$ cat src/rtl/pc_unit.sv
// pc_unit -- program-counter unit for the fetch stage.
//
// Holds the current fetch address and advances it by INC each cycle, with
// stall, redirect (branch/jump/resume), halt, and an optional circular
// return-address stack (RAS) for call/return prediction.
//
// Build option:
//   PC_RAS_EN  defined   -> RAS of RAS_DEPTH entries is built.
//              undefined -> no RAS; call_i ignored, ret_i acts as a normal
//                           advance, RAS outputs tied to their empty values.
//
// Ports:
//   clk, rst_n      clock (rising edge), asynchronous active-low reset
//   stall_i         hold the PC this cycle
//   redirect_i      load redirect_pc_i (highest priority, also leaves HALTED)
//   redirect_pc_i   redirect target
//   call_i          with redirect_i: push pc_o+INC as a return address
//   ret_i           jump to RAS top and pop
//   halt_i          enter HALTED, PC holds
//   pc_o            current fetch address (registered)
//   pc_next_o       pc_o + INC (combinational)
//   halted_o        unit is HALTED
//   ras_top_o       RAS top entry, 0 when empty
//   ras_empty_o     RAS holds no entries
//   ras_full_o      RAS holds RAS_DEPTH entries
//   ras_err_o       sticky RAS overflow/underflow flag, cleared by reset only

module pc_unit #(
  parameter int unsigned          WIDTH     = 16,
  parameter logic [WIDTH-1:0]     RESET_PC  = '0,
  parameter int unsigned          INC       = 2,
  parameter int unsigned          RAS_DEPTH = 4
) (
  input  logic             clk,
  input  logic             rst_n,
  input  logic             stall_i,
  input  logic             redirect_i,
  input  logic [WIDTH-1:0] redirect_pc_i,
  input  logic             call_i,
  input  logic             ret_i,
  input  logic             halt_i,
  output logic [WIDTH-1:0] pc_o,
  output logic [WIDTH-1:0] pc_next_o,
  output logic             halted_o,
  output logic [WIDTH-1:0] ras_top_o,
  output logic             ras_empty_o,
  output logic             ras_full_o,
  output logic             ras_err_o
);

`ifdef PC_RAS_EN
  localparam bit RasEn = 1'b1;
`else
  localparam bit RasEn = 1'b0;
`endif

  typedef enum logic {RUN, HALTED} state_e;

  state_e           state_q, state_d;
  logic [WIDTH-1:0] pc_q, pc_d, pc_inc;
  logic             do_push, do_pop, set_err;
  logic             ras_empty;
  logic [WIDTH-1:0] ras_top;

  assign pc_inc    = pc_q + WIDTH'(INC);
  assign pc_next_o = pc_inc;
  assign pc_o      = pc_q;

  // State register
  always_ff @(posedge clk or negedge rst_n) begin
    if (!rst_n) begin
      state_q <= RUN;
    end else begin
      state_q <= state_d;
    end
  end

  // Next state: redirect always resumes; halt only takes effect when running
  // and not stalled, since stall outranks halt.
  always_comb begin
    state_d = state_q;
    if (redirect_i) begin
      state_d = RUN;
    end else if (state_q == RUN && !stall_i && halt_i) begin
      state_d = HALTED;
    end
  end

  // FSM outputs
  always_comb begin
    halted_o = (state_q == HALTED);
  end

  // PC datapath and RAS control, in priority order
  always_comb begin
    pc_d    = pc_q;
    do_push = 1'b0;
    do_pop  = 1'b0;
    set_err = 1'b0;
    if (redirect_i) begin
      pc_d    = redirect_pc_i;
      do_push = RasEn && call_i;
    end else if (state_q == HALTED || stall_i || halt_i) begin
      pc_d = pc_q;
    end else if (RasEn && ret_i && !ras_empty) begin
      pc_d   = ras_top;
      do_pop = 1'b1;
    end else begin
      pc_d    = pc_inc;
      set_err = RasEn && ret_i;
    end
  end

  always_ff @(posedge clk or negedge rst_n) begin
    if (!rst_n) begin
      pc_q <= RESET_PC;
    end else begin
      pc_q <= pc_d;
    end
  end

`ifdef PC_RAS_EN
  localparam int unsigned     PtrW    = $clog2(RAS_DEPTH);
  localparam int unsigned     CntW    = $clog2(RAS_DEPTH + 1);
  localparam logic [PtrW-1:0] LastIdx = PtrW'(RAS_DEPTH - 1);
  localparam logic [CntW-1:0] FullCnt = CntW'(RAS_DEPTH);

  logic [WIDTH-1:0] ras_mem_q [RAS_DEPTH];
  logic [PtrW-1:0]  top_q, top_d, top_inc, top_dec;
  logic [CntW-1:0]  cnt_q, cnt_d;
  logic             err_q, err_d;
  logic             ras_full;

  // top_q indexes the newest entry; the pointer wraps explicitly so any
  // depth works, not just powers of two.
  assign top_inc   = (top_q == LastIdx) ? '0 : top_q + PtrW'(1);
  assign top_dec   = (top_q == '0) ? LastIdx : top_q - PtrW'(1);
  assign ras_empty = (cnt_q == '0);
  assign ras_full  = (cnt_q == FullCnt);
  assign ras_top   = ras_empty ? '0 : ras_mem_q[top_q];

  // A push when full silently overwrites the oldest slot (the one top_inc
  // lands on), keeps the count saturated and flags the overflow.
  always_comb begin
    top_d = top_q;
    cnt_d = cnt_q;
    err_d = err_q;
    if (do_push) begin
      top_d = top_inc;
      if (ras_full) begin
        err_d = 1'b1;
      end else begin
        cnt_d = cnt_q + CntW'(1);
      end
    end else if (do_pop) begin
      top_d = top_dec;
      cnt_d = cnt_q - CntW'(1);
    end
    if (set_err) begin
      err_d = 1'b1;
    end
  end

  always_ff @(posedge clk or negedge rst_n) begin
    if (!rst_n) begin
      top_q <= '0;
      cnt_q <= '0;
      err_q <= 1'b0;
    end else begin
      top_q <= top_d;
      cnt_q <= cnt_d;
      err_q <= err_d;
    end
  end

  // Entry contents need no reset: an empty stack never exposes them.
  always_ff @(posedge clk) begin
    if (do_push) begin
      ras_mem_q[top_inc] <= pc_inc;
    end
  end

  assign ras_top_o   = ras_top;
  assign ras_empty_o = ras_empty;
  assign ras_full_o  = ras_full;
  assign ras_err_o   = err_q;
`else
  logic unused_ras;

  assign ras_empty   = 1'b1;
  assign ras_top     = '0;
  assign ras_top_o   = '0;
  assign ras_empty_o = 1'b1;
  assign ras_full_o  = 1'b0;
  assign ras_err_o   = 1'b0;
  assign unused_ras  = do_push | do_pop | set_err | call_i | (RAS_DEPTH == 0);
`endif

endmodule

$ cat config.mk
export PLATFORM = sky130hd
export DESIGN_NAME = pc_unit
export DESIGN_NICKNAME = d
export VERILOG_FILES = /design/src/rtl/pc_unit.sv
export SDC_FILE = /design/constraint.sdc
export NUM_CORES = 1
export LEC_CHECK = 0
export ABC_AREA = 1
export BUFFER_PORTS_ARGS = -buffer_cell sky130_fd_sc_hd__buf_2
export CAP_MARGIN = 20
export CORE_MARGIN = 3
export CORE_UTILIZATION = 47
export CTS_CLUSTER_SIZE = 16
export DETAILED_ROUTE_END_ITERATION = 10
export GPL_TIMING_DRIVEN = 1
export HOLD_SLACK_MARGIN = 0.03
export PLACE_DENSITY = 0.85
export SLEW_MARGIN = 0
export SYNTH_ARGS = -nofsm -noshare
export SYNTH_HDL_FRONTEND = slang
export SYNTH_SLANG_ARGS = --single-unit
$ cat constraint.sdc
create_clock -name clk -period 2.3 [get_ports clk]
set_clock_uncertainty 0.2 [all_clocks]
set_input_delay 0.46 -clock clk [delete_from_list [all_inputs] [get_ports clk]]
set_output_delay 0.46 -clock clk [all_outputs]
set_load 0.02 [all_outputs]
==> Yosys cells after proc, flatten, opt, wreduce, memory -nomap -nowiden <==
Cells that the tools add are included.
{ "classes": {"add_sub_neg": 1, "mul": 0, "div_mod_pow": 0, "magnitude_cmp": 0, "n_eq_ne": 1, "n_shift": 0, "muxes": 4, "n_bitwise": 1, "reduce_logical": 6} }
{ "op_table": {"columns": ["operator", "count"], "rows": [
  ["2-to-1 mux 16 bit", 2],
  ["adder 16 x 2 -> 16 bit (second input constant)", 1],
  ["logical AND 1 bit", 2],
  ["logical OR 1 bit", 2],
  ["2-to-1 mux 1 bit", 2],
  ["!= test 2 bit (second input constant)", 1],
  ["nonzero test 2 bit", 1],
  ["logical NOT 1 bit", 1],
  ["NOT 1 bit", 1]
]} }
{ "totals": {"register_bits": 17, "latch_bits": 0, "ram_bits": 0, "mem_bits_ro": 0, "in_bits": 23, "out_inout_bits": 52, "wordCells": 15, "mem_count": 0} }

==> Logic depth before layout (Yosys ltp) <==
Gate-level depths: netlist of the first run.
{ "depth": {"depth_word": 5, "ltp_mapped": 8, "ltp_nobuf": 8} }

==> Least setup slack after synthesis of the first run <==
Ideal clock, no wire load.
{ "synth_timing": {"path_type": "flip-flop to output port", "start": "register pc_q[2] (netlist: pc_o[2])", "end": "output port pc_next_o[9]", "t_arrival_ns": 1.388, "required_ns": 1.640, "slack_ns": 0.252, "path_stages_with_launch": 6, "path_buffers": 0, "path_cell_list": "dfrtp_1 > ha_1 > nand3_2 > inv_1 > nand2_1 > xor2_1"} }
{ "synth_via": {"elab_chain_cells": 1} }
{ "synth_rtl": {"columns": ["element", "line", "source"], "rows": [
  ["from (decl)", "60", "logic [WIDTH-1:0] pc_q, pc_d, pc_inc;"],
  ["from (signal assigned)", "118", "pc_q <= pc_d;"],
  ["adder 16 x 2 -> 16 bit", "65", "assign pc_inc = pc_q + WIDTH'(INC);"],
  ["to (decl)", "43", "output logic [WIDTH-1:0] pc_next_o,"]
]} }
No other way between the ends.

==> Worst setup path in the final report of the first run <==
{ "layout_timing": {"start": "register pc_q[1] (netlist: pc_o[1])", "end": "output port pc_next_o[10]"} }
Same word-level chain as after synthesis.

==> results of run 1 <==
-- metrics by stage --
| stage | power, mW | TNS [ns] | area [um2] |
|---|---|---|---|
| after floorplan | 0.650 | 0 | 1400 |
| after detailed placement | 0.742 | 0 | 1530 |
| after CTS | 0.912 | -0.00750 | 1580 |
| after global placement | 0.736 | 0 | 1530 |
| final | 0.954 | 0 | 1670 |
| after global routing | 1.00 | -0.118 | 1670 |
-- placed cells by master, fill, tap and decap left out, drive strengths merged --
| cell type | instances |
|---|---|
| a21oi | 1 |
| a31oi | 1 |
| and2 | 4 |
| buf | 59 |
| clkbuf | 4 |
| conb | 19 |
| dfrtp | 17 |
| dlygate4sd3 | 1 |
| ha | 1 |
| inv | 32 |
| nand2 | 61 |
| nand3 | 13 |
| nand3b | 2 |
| nand4 | 3 |
| nor2 | 13 |
| o211ai | 2 |
| o21ai | 11 |
| o21bai | 2 |
| xnor2 | 1 |
| xor2 | 6 |
-- final cells by class --
cell class	instances	area, um2
clock buffers	4	26.3
multi-input cells	140	726
fillers	239	917
well taps	30	37.5
flip-flops and latches	17	428
inverters	32	123
repair buffers	60	333
-- how the worst max path moves through the flow --
stage                              startpoint             to  slack (ns)  depth (start not counted)
after floorplan           pc_o[2]$_DFFE_PN0P_   pc_next_o[9]        0.25                          5
after global placement    pc_o[1]$_DFFE_PN0P_  pc_next_o[15]        0.24                          6
after detailed placement  pc_o[2]$_DFFE_PN0P_  pc_next_o[15]        0.23                          6
after CTS                 pc_o[1]$_DFFE_PN0P_  pc_next_o[15]      -0.008                          6
after global routing      pc_o[1]$_DFFE_PN0P_   pc_next_o[6]       -0.04                          6
final                     pc_o[1]$_DFFE_PN0P_  pc_next_o[10]        0.03                          8
-- cells by family after synthesis --
logic type               count (synthesis)
AO/OA/AOI/OAI                           17
XOR/XNOR                                 7
adder cells (fa/ha/maj)                  1
buffers and inverters                   56
flip-flops                              17
other                                    2
AND/OR/NAND/NOR                         96
-- worst min-delay path: stages --
cell and delay, ns:
buf_2 0.07, nand2_1 0.04, nand2_1 0.05
-- where the power goes --
group / internal [mW] / switching (mW) / total (mW)
Combinational: 0.142 / 0.269 / 0.411
Sequential: 0.333 / 0.0442 / 0.377
Clock: 0.0676 / 0.0979 / 0.165
Total: 0.543 / 0.411 / 0.954
-- routing by layer --
metal / GRT usage [%] / up-vias
li1: - / 673
met2: 29.3 / 47
met4: 3.88 / 0
met3: 3.27 / 4
met1: 23.1 / 597
met5: 0 / -
-- sequential cells by signal, indices dropped and copies added, names as in the netlist --
signal and count:
halted_o 1, pc_o 16
-- repair_timing --
action / in CTS / in global routing
endpoints found under the hold margin: 17 / 0
setup buffers: 2 / 3
resized for setup: 2 / 17
endpoints found under the setup margin: 5 / 6
pin swaps: 0 / 2
hold buffers: 1 / 0
==> qor.yml, run 1 <==
hpwlAfterDp_mm: 2.38
slowest_delay_ns: 0.43
yosys.area_share.simple_pct: 32.4
ioPinCount: 75
ys_ff_latch: 17
drive_gt1_share_pct: 32.4
setup_ws_ns: 0.0278
synth_compound_gate_area_share_pct: 7.23
p_leak_nw: 0.942
viasPerCell: 4.67
synth-edff-count: 0
grtUsageTotal_pct: 17.4
syn_area_um2: 1330
grt_pass1_vias: 1058
clock_latency_ns: 0.30
maxUsedRoutingLayer: "met4"
hold_path_class: "in -> reg"
r2r_end: "pc_o[15]$_DFFE_PN0P_"
syn_inst: 196
area.growth.synth_to_final_pct: 25.5
numClockSinks: 17
crit_fanout: 4
hold_start: "redirect_pc_i[0]"
place_congestion: 0.787
synthTopCellsByArea: "dfrtp_1, nand2_1, buf_4"
pwr_density_cell_nw_per_um2: 570
die_width_um: 59.2
die-area_um2: 3510
diodes: 0
initial_core_util_pct: 51.4
irDropWorstVdd_mv: 0.462
drtIter0Drc: 28
finalNonFillerCells: 283
yosysMostFrequentCell: "nand2_1"
overflow: 0
finalHoldViolCount: 0
path_cells: "buf_4 > nand3_4 > inv_2 > nand2_2 > nor2_1 > nand2_1 > and2_1 > buf_2"
first_pass_iters: 4
chipHeight_um: 59.2
synth_common_cells: "nand2_1, inv_1, buf_4, dfrtp_1, nand3_1"
timing.critical_path.buf_inv: 3
rrSetupSlack_ns: 0.73
dp.cells: 273
synthXorXnorAreaFrac_pct: 4.60
wl_per_cell_um: 11.7
crit_type: "reg -> out"
rows: 18
synth_top_family_by_area: "simple AND/OR/NAND/NOR gates"
rsz0062_at_grt: "yes"
fmax_ghz: 0.440
min_path_cells: 3
yosys.area.top_type: "dfrtp_1"
reg2regPathDepth: 7
cts_tree: "yes"
ys_seq_area_share_pct: 31.9
cts_buffers: 3
routed_wl_mm: 3.32
ys_warn_count: 0
outcome: "completed"
synthArstFlopShare_pct: 100
route.layer.met1.wl_mm: 1.44
wl_met3_um: 211
maxSlewViolCount: 0
hold_path_end: "pc_o[0]$_DFFE_PN0P_"
root_buffer: "clkbuf_4"
grt_start_max_net_pins: 20
h-tree-depth: 1
vias: 1321
start_kind: "flip-flop"
whs_ns: 0.164
crit_path_end_kind: "primary output"
place_ws_ns: 0.229
cap_viol_max_count: 0
synthFlopType: "dfrtp_1"
clockBufferDepth: 2
timing.rr.start: "pc_o[1]$_DFFE_PN0P_"
slowest_stage: "dfrtp_1"
crit_family: "simple AND/OR/NAND/NOR gates"
setup_viol: 0
clk_pin_slew_worst_paths_ns: 0.11
fin_nets: 278
fin_crit_ns: 2.27
core-area_um2: 2590
postLayoutCoreUtil_pct: 64.6
synthDistinctLibCells: 26
cp_data_required_time_ns: 1.64
dr_wl_met2_mm: 1.64
synth_fa_ha_area_share_pct: 0.939
route.detailed.drc: 0
synthMuxAreaShare_pct: 0
grt_pass1_wl_mm: 4.77
arrival_ns: 1.61
post-route-period-util_pct: 98.8
postSynthAreaPerCell_um2: 6.80
antenna_found_initial: 0
netlist.area_leader.share_pct: 31.9
ant_nets: 0
io_buffers: 53
Power figures use the tool's default switching activity.
==> run 2, diff against run 1 <==
- SETUP_SLACK_MARGIN: default -> 0.1
==> run 2 against run 1 <==
Against the previous run:
- the run now ends with negative setup slack left
- clock power about the same
- first-iteration DRC count increased by 130%
- combinational power increased by 10%
==> qor.yml, run 2 (same netlist as run 1, synthesis figures left out) <==
place_congestion: 0.787  # unchanged
r2r_end: "pc_o[11]$_DFFE_PN0P_"
antenna_found_initial: 0  # unchanged
grt_start_max_net_pins: 20  # unchanged
initial_core_util_pct: 51.4  # unchanged
fin_nets: 285  # +2.5%
chipHeight_um: 59.2  # unchanged
root_buffer: "clkbuf_4"
grt_pass1_vias: 1154  # +9.1%
slowest_delay_ns: 0.43  # about the same
irDropWorstVdd_mv: 0.400  # -13%
clockBufferDepth: 2  # unchanged
finalNonFillerCells: 290  # +2.5%
place_ws_ns: 0.229  # unchanged
drive_gt1_share_pct: 36.9  # +4.5 points
crit_fanout: 4  # unchanged
crit_family: "flip-flops"
arrival_ns: 1.64  # +0.03 ns
pwr_density_cell_nw_per_um2: 558  # -2.2%
hold_path_end: "pc_o[0]$_DFFE_PN0P_"
ant_nets: 0  # unchanged
maxSlewViolCount: 0  # unchanged
dp.cells: 273  # unchanged
grt_pass1_wl_mm: 5.19  # +8.8%
core-area_um2: 2590  # unchanged
rrSetupSlack_ns: 0.55  # -0.18 ns
die-area_um2: 3510  # unchanged
path_cells: "ha_4 > nand3_4 > inv_4 > nand3b_1 > inv_1 > nand2_2 > and2_4 > buf_6"
violations: "negative setup slack"
start_kind: "flip-flop"
fin_crit_ns: 2.30  # +0.0320 ns
vias: 1403  # +6.2%
cp_data_required_time_ns: 1.64  # about the same
hpwlAfterDp_mm: 2.38  # unchanged
min_path_cells: 3  # unchanged
largest_reg_flops: 16  # unchanged
cap_viol_max_count: 0  # unchanged
grtUsageTotal_pct: 19.2  # +1.8 points
overflow: 0  # unchanged
hold_start: "redirect_pc_i[0]"
crit_type: "reg -> out"
first_pass_iters: 5  # +1
placed_area_um2: 1530  # unchanged
slowest_stage: "dfrtp_1"
p_leak_nw: 0.994  # +5.4%
clk_pin_slew_worst_paths_ns: 0.11  # about the same
clock_latency_ns: 0.30  # about the same
hold_path_class: "in -> reg"
setup_ws_ns: -0.00415  # -0.0320 ns
outcome: "finished with violations"
finalHoldViolCount: 0  # unchanged
post-route-period-util_pct: 100  # +1.4 points
h-tree-depth: 1  # unchanged
rsz0062_at_grt: "yes"
ioPinCount: 75  # unchanged
rows: 18  # unchanged
cts_buffers: 3  # unchanged
final_cell_area_um2: 1790  # +7.3%
cts_tree: "yes"
setup_viol: 1  # +1
wl_per_cell_um: 12.8  # +9.2%
final_cell_mix: "nand2_1, buf_2, inv_1, conb_1, buf_4"
route.detailed.drc: 0  # unchanged
routed_wl_mm: 3.72  # +12%
diodes: 0  # unchanged
nFillCells: 218  # -8.8%
fmax_ghz: 0.434  # -1.4%
numClockSinks: 17  # unchanged
crit_path_end_kind: "primary output"
io_buffers: 53  # unchanged
layout_commonest_cell: "nand2_1"
viasPerCell: 4.84  # +3.6%
drtIter0Drc: 63  # +130%
reg2regPathDepth: 10  # +3
die_width_um: 59.2  # unchanged
timing.critical_path.buf_inv: 3  # unchanged
area.growth.synth_to_final_pct: 34.6
timing.rr.start: "pc_o[1]$_DFFE_PN0P_"
-- run 2: stage by stage --
stage	util (%)	setup TNS (ns)	total power, mW	hold slack (ns)
6_report	69.3	-0.00415	1.00	0.159
5_1_grt	69.3	-0.0717	1.05	0.179
3_3_place_gp	59.0	0	0.736	0.200
4_1_cts	64.6	0	0.943	0.167
3_5_place_dp	59.0	0	0.742	0.206
2_1_floorplan	-	0	0.650	-0.0356
-- run 2: repair_timing --
action | in CTS | in global routing
pin swaps | 4 | 5
setup buffers | 7 | 5
endpoints found under the hold margin | 17 | 0
resized for setup | 14 | 23
hold buffers | 1 | 0
endpoints found under the setup margin | 5 | 11
-- run 2: where the power goes --
| part | switching [mW] | internal (mW) |
|---|---|---|
| combinational | 0.284 | 0.170 |
| sequential | 0.0453 | 0.333 |
| clock | 0.101 | 0.0677 |
| total | 0.430 | 0.571 |
-- run 2: layer usage --
metal / GRT usage, % / up-vias / share of wire (%)
li1: - / 682 / -
met1: 23.9 / 647 / 40
met2: 31.8 / 62 / 51
met3: 4.14 / 12 / 6.5
met4: 8.09 / 0 / 2.9
met5: 0 / - / 0
-- run 2: worst max-delay path by stage --
stage / endpoint / slack, ns / start / cells after the start
floorplan: pc_next_o[9] / 0.25 / pc_o[2]$_DFFE_PN0P_ / 5
global placement: pc_next_o[15] / 0.24 / pc_o[1]$_DFFE_PN0P_ / 6
detailed placement: pc_next_o[15] / 0.23 / pc_o[2]$_DFFE_PN0P_ / 6
CTS: pc_next_o[10] / 0.08 / pc_o[2]$_DFFE_PN0P_ / 8
global route: pc_next_o[11] / -0.05 / pc_o[1]$_DFFE_PN0P_ / 8
finish: pc_next_o[11] / -0.004 / pc_o[1]$_DFFE_PN0P_ / 8
-- run 2: area by class of cell --
type	count	area, um2	share of cell area (%)
flip-flops and latches	17	429	23.9
well taps	30	37.5	2.09
clock buffers	4	26.3	1.46
repair buffers	67	412	22.9
inverters	32	123	6.83
multi-input cells	140	767	42.7
-- run 2: tightest hold or removal path, delay by kind of cell --
family	cells	cell delay [ns]
buffers and inverters	1	0.07
AND/OR/NAND/NOR	2	0.09
